## config.mk

```make
export PLATFORM = sky130hd
export DESIGN_NAME = fetch_stage
export DESIGN_NICKNAME = d
export VERILOG_FILES = /design/src/rtl/fetch_stage_pkg.sv /design/src/rtl/fetch_stage_pc_gen.sv /design/src/rtl/fetch_stage.sv
export SDC_FILE = /design/constraint.sdc
export NUM_CORES = 1
export LEC_CHECK = 0
export ABC_AREA = 1
export CAP_MARGIN = 20
export CORE_ASPECT_RATIO = 1.75
export CORE_UTILIZATION = 48
export DETAILED_ROUTE_END_ITERATION = 16
export PLACE_DENSITY = 0.83
export SETUP_SLACK_MARGIN = 0.1
export SLEW_MARGIN = 5
export SYNTH_ARGS = -nofsm -noshare
export SYNTH_HDL_FRONTEND = slang
export SYNTH_SLANG_ARGS = --single-unit
```

## constraint.sdc

```tcl
create_clock -name clk -period 2.2 [get_ports clk]
set_input_delay 0.44 -clock clk [delete_from_list [all_inputs] [get_ports clk]]
set_output_delay 0.44 -clock clk [all_outputs]
set_load 0.03 [all_outputs]
```

## src/rtl/fetch_stage_pkg.sv

```systemverilog
// Shared types for the instruction-fetch stage: FSM state, default NOP, IF/ID record.
package fetch_stage_pkg;

  typedef enum logic [1:0] {
    REQ  = 2'd0,
    WAIT = 2'd1,
    HOLD = 2'd2
  } fetch_state_t;

  localparam logic [31:0] NOP_INSTR = 32'h0000_0013;

  typedef struct packed {
    logic        valid;
    logic [31:0] instr;
    logic [31:0] pc;
  } if_id_type;

endpackage

```

## src/rtl/fetch_stage_pc_gen.sv

```systemverilog
// PC register with +4 advance and redirect selection (jalr beats branch).
// FETCH_MISALIGN_CHECK_EN: word-align redirect targets and flag misaligned ones.
module fetch_stage_pc_gen #(
  parameter logic [31:0] RESET_PC = 32'h0000_0000
) (
  input  logic        clk,
  input  logic        reset,
  input  logic        advance,
  input  logic        branch_taken,
  input  logic [31:0] branch_target,
  input  logic        jalr_flag,
  input  logic [31:0] jalr_target,
`ifdef FETCH_MISALIGN_CHECK_EN
  output logic        o_misaligned,
`endif
  output logic [31:0] o_pc
);

  logic        w_redirect;
  logic [31:0] w_raw_target;
  logic [31:0] w_target;
  logic [31:0] r_pc;

  assign w_redirect   = jalr_flag | branch_taken;
  assign w_raw_target = jalr_flag ? jalr_target : branch_target;

  always_comb begin
    w_target = w_raw_target;
`ifdef FETCH_MISALIGN_CHECK_EN
    w_target[1:0] = 2'b00;
`endif
  end

  // Redirect outranks the sequential advance; the add wraps naturally at 32 bits.
  always_ff @(posedge clk) begin
    if (reset) begin
      r_pc <= RESET_PC;
    end else if (w_redirect) begin
      r_pc <= w_target;
    end else if (advance) begin
      r_pc <= r_pc + 32'd4;
    end
  end

`ifdef FETCH_MISALIGN_CHECK_EN
  logic r_misaligned;

  always_ff @(posedge clk) begin
    if (reset) begin
      r_misaligned <= 1'b0;
    end else begin
      r_misaligned <= w_redirect & (|w_raw_target[1:0]);
    end
  end

  assign o_misaligned = r_misaligned;
`endif

  assign o_pc = r_pc;

endmodule

```

## src/rtl/fetch_stage.sv

```systemverilog
// Instruction-fetch stage: single-outstanding imem requests, IF/ID register, stall skid, redirect drop.
// FETCH_MISALIGN_CHECK_EN adds the fetch_misaligned pulse output.
module fetch_stage
  import fetch_stage_pkg::*;
#(
  parameter logic [31:0] RESET_PC  = 32'h0000_0000,
  parameter logic [31:0] NOP_INSTR = 32'h0000_0013
) (
  input  logic         clk,
  input  logic         reset,
  input  logic         stall,
  input  logic         branch_taken,
  input  logic [31:0]  branch_target,
  input  logic         jalr_flag,
  input  logic [31:0]  jalr_target,
  output logic         imem_req_valid,
  input  logic         imem_req_ready,
  output logic [31:0]  imem_req_addr,
  input  logic         imem_rsp_valid,
  input  logic [31:0]  imem_rsp_data,
  output logic         if_valid,
  output logic [31:0]  if_instr,
  output logic [31:0]  if_pc,
`ifdef FETCH_MISALIGN_CHECK_EN
  output logic         fetch_misaligned,
`endif
  output fetch_state_t o_dbg_state
);

  fetch_state_t r_state;
  logic         r_drop;
  if_id_type    r_if_id;
  logic [31:0]  r_skid;
  logic         w_redirect;
  logic         w_advance;
  logic [31:0]  w_pc;

  assign w_redirect = jalr_flag | branch_taken;
  assign w_advance  = !w_redirect && !stall &&
                      ((r_state == WAIT && imem_rsp_valid && !r_drop) || r_state == HOLD);

  fetch_stage_pc_gen #(
    .RESET_PC(RESET_PC)
  ) u_pc_gen (
    .clk          (clk),
    .reset        (reset),
    .advance      (w_advance),
    .branch_taken (branch_taken),
    .branch_target(branch_target),
    .jalr_flag    (jalr_flag),
    .jalr_target  (jalr_target),
`ifdef FETCH_MISALIGN_CHECK_EN
    .o_misaligned (fetch_misaligned),
`endif
    .o_pc         (w_pc)
  );

  // Request transfers on a cycle with imem_req_valid && imem_req_ready; valid stays
  // high and addr stable in REQ until accepted. Exactly one response per transfer.
  assign imem_req_valid = (r_state == REQ) && !reset;
  assign imem_req_addr  = w_pc;

  always_ff @(posedge clk) begin
    if (reset) begin
      r_state <= REQ;
      r_drop  <= 1'b0;
      r_if_id <= '{valid: 1'b0, instr: NOP_INSTR, pc: RESET_PC};
      r_skid  <= NOP_INSTR;
    end else if (w_redirect) begin
      r_if_id.valid <= 1'b0;
      r_if_id.instr <= NOP_INSTR;
      r_skid        <= NOP_INSTR;
      // A response is still owed for the old address: swallow it before refetching.
      if ((r_state == WAIT && !imem_rsp_valid) || (r_state == REQ && imem_req_ready)) begin
        r_drop  <= 1'b1;
        r_state <= WAIT;
      end else begin
        r_drop  <= 1'b0;
        r_state <= REQ;
      end
    end else begin
      if (!stall) begin
        r_if_id.valid <= 1'b0;
        r_if_id.instr <= NOP_INSTR;
      end
      case (r_state)
        REQ: begin
          if (imem_req_ready) r_state <= WAIT;
        end
        WAIT: begin
          if (imem_rsp_valid) begin
            if (r_drop) begin
              r_drop  <= 1'b0;
              r_state <= REQ;
            end else if (!stall) begin
              r_if_id <= '{valid: 1'b1, instr: imem_rsp_data, pc: w_pc};
              r_state <= REQ;
            end else begin
              r_skid  <= imem_rsp_data;
              r_state <= HOLD;
            end
          end
        end
        HOLD: begin
          if (!stall) begin
            r_if_id <= '{valid: 1'b1, instr: r_skid, pc: w_pc};
            r_skid  <= NOP_INSTR;
            r_state <= REQ;
          end
        end
        default: r_state <= REQ;
      endcase
    end
  end

  assign if_valid    = r_if_id.valid;
  assign if_instr    = r_if_id.instr;
  assign if_pc       = r_if_id.pc;
  assign o_dbg_state = r_state;

endmodule
```

==> results.toml <==
[critical_path]
cp_top_family = "buffers and inverters"
cp_data_required_time_ns = 1.76
path_cells = "clkdlybuf4s50_1"
cp.depth = 1
endpoint_kind = "primary output"
path_buf_inv = 1
cp_slowest_cell = "clkdlybuf4s50_1"
r2r-end = "if_instr[30]"
r2r_start = "o_dbg_state[0]"
worstSetupPathType = "reg -> out"
reg2reg_slack_ns = 0.29
max_stage_delay_ns = 0.74
critPathMaxFanout = 7
critPathLaunch = "u_pc_gen.o_pc[28]"
worstPathArrival_ns = 1.65
start_kind = "flip-flop"
crit_end = "imem_req_addr[28]"
r2r_cells = 8

[power]
pwr_density_cell_mw_per_mm2 = 680
vdd_drop_max_uv = 468
leakagePower_nw = 3.61

[placement]
hpwl_um = 16600
place_area_mm2 = 0.00919
io_buffers = 202
gp_congestion = 1.08

[timing]
finalSetupTns_ns = 0
fin_skew_ns = 0.0105
relSlewSlack_pct = 71.3
fmax_ghz = 0.479
setup_viol = 0
rsz0062_at_grt = "false"
tightest_slew_ns = 0.426
timing.final.crit_share_pct = 94.9
finalHoldViolCount = 0
report.final.slew_viol_count = 0
fin_crit_ns = 2.09

[routing]
first_pass_iters = 5
drt_iter0_markers = 411
postRouteAntennaNets = 0
drc_errors = 0
viasPerCell = 5.50
wl_um = 23000
vias = 7799
wl_per_cell_um = 16.2

[synthesis]
synth-seq-cells = 132
synth.most_common_cell = "nand2_1"
ys.flop_type = "dfxtp_1"
ys_async_sr_fraction_pct = 0
yosysWarnings = 0
yosysTopAreaCellShare_pct = 39.1
postSynthAreaPerCell_um2 = 6.63
syn_inst = 1021
ys_top_cells_by_area = "dfxtp_1, nand2_1, a21oi_1, nor2_1, inv_1"
synth_edf_count = 0
ys_seq_area_share_pct = 39.1
ys_types = 30
ys_top_cells_by_count = "nand2_1, nor2_1, dfxtp_1"
syn_nets = 1129
synthesis.area_mm2 = 0.00677
synth.largest_area_cell = "dfxtp_1"

[global_route]
grt_max_degree = 62
track_usage_pct = 32.1
grt_first_pass_wirelength_um = 37000
grt_overflow_total = 0
grt_pass1_vias = 7658
antenna_found_initial = 0

[cts]
cts_tree = "yes"
clock_latency_ns = 0.42
cts_max_path_buffers = 2
clk_pin_slew_ns = 0.06
cts_buffers = 17
cts_max_level = 4
clkSinkCount = 132
cts_root_buf = "clkbuf_16"
cts_hold_buf = 0

[status]
status = "complete, no violations"

[final_layout]
drive_gt1_share_pct = 9.19
diodes = 0
syn_to_final_growth_pct = 44.3
fin_util_pct = 70.6
layout.nets = 1335
final_area_mm2 = 0.00976

[flow_run]
drv_cap = 0

[floorplanning]
start_util_pct = 48.9
rows = 57
core-area_mm2 = 0.0138
die_y_um = 159
dieWidth_um = 91.8
ios = 203
dieArea_mm2 = 0.0146

[hold_path]
min_path_type = "reg -> reg"
-- power by group --
group / total, mW / switching, mW / internal (mW)
logic: 1.30 / 0.747 / 0.553
clock network: 2.77 / 1.18 / 1.59
registers: 2.57 / 0.0929 / 2.48
-- logic make-up after synthesis --
| kind of cell | after synthesis | share of synthesized area [%] |
|---|---|---|
| AO/OA/AOI/OAI | 283 | 22.7 |
| flip-flops | 132 | 39.1 |
| adder cells (fa/ha/maj) | 5 | 0.925 |
| buffers and inverters | 194 | 11.8 |
| XOR/XNOR | 1 | 0.129 |
| AND/OR/NAND/NOR | 406 | 25.5 |
-- state kept, by name, indices dropped and copies added (netlist names) --
name,flops
if_instr,32
if_pc,32
r_skid,32
u_pc_gen.o_pc,32
o_dbg_state,2
if_valid,1
r_drop,1
-- timing repair --
action	CTS	global route
endpoints found under the setup margin	3	16
gates resized for setup	3	3
setup buffers	0	0
-- cell type report --
cell class / count / area, um^2
Inverter: 131 / 492
Fill cell: 1183 / 4070
Timing Repair Buffer: 250 / 2490
Sequential cell: 132 / 2640
Clock buffer: 18 / 429
Multi-Input combinational cell: 695 / 3340
Tap cell: 177 / 221
Clock inverter: 14 / 144
-- through the flow --
stage / hold WS, ns / instances / setup slack (ns) / total power [mW]
3_5_place_dp: 0.454 / 1385 / 0.0800 / 3.90
3_3_place_gp: 0.451 / 1385 / 0.131 / 3.89
2_1_floorplan: 0.446 / 1021 / 0.366 / 3.27
4_1_cts: 0.464 / 1417 / 0.101 / 6.65
5_1_grt: 0.485 / 1417 / 0.104 / 6.87
6_report: 0.464 / 1417 / 0.112 / 6.64
-- worst min-delay path by stage --
stage / startpoint / end / cells after the start
6_report: if_instr[11] / if_instr[11] / 2
3_5_place_dp: if_instr[11] / if_instr[11] / 2
5_1_grt: if_instr[12] / if_instr[12] / 2
4_1_cts: if_instr[11] / if_instr[11] / 2
3_3_place_gp: if_instr[13] / if_instr[13] / 2
2_1_floorplan: r_skid[0] / r_skid[0] / 2
-- layout by cell type, fill, tap and decap left out, types with 2 or more instances in the layout --
cell,synthesis,layout
dfxtp_1,132,132
inv_2,6,6
nand3_1,62,62
nor2_4,6,7
buf_12,0,9
o21ai_0,73,73
dlymetal6s2s_1,0,2
nand2_2,5,5
clkinv_4,0,2
clkinvlp_4,0,3
o22ai_1,63,63
o21ai_1,14,14
buf_4,10,40
nor2_1,147,147
nand3b_1,2,2
a21oi_1,117,117
clkdlybuf4s50_1,0,196
ha_1,5,4
nand2_1,166,166
inv_8,0,3
nand3_2,2,2
inv_1,125,125
clkbuf_16,0,17
nor2_2,7,6
inv_6,0,4
and2_1,2,2
or2_2,4,4
a31oi_1,9,8
dlygate4sd2_1,0,3
o211ai_1,5,5
-- per-layer routing --
metal	global-route usage, %	share of wire (%)	routed length [um]
met5	0	0	0
met4	21.4	6.9	1580
met3	6.11	6.1	1410
met2	58.8	53	12100
met1	32.1	34	7930
(Power assumes the default switching activity.)
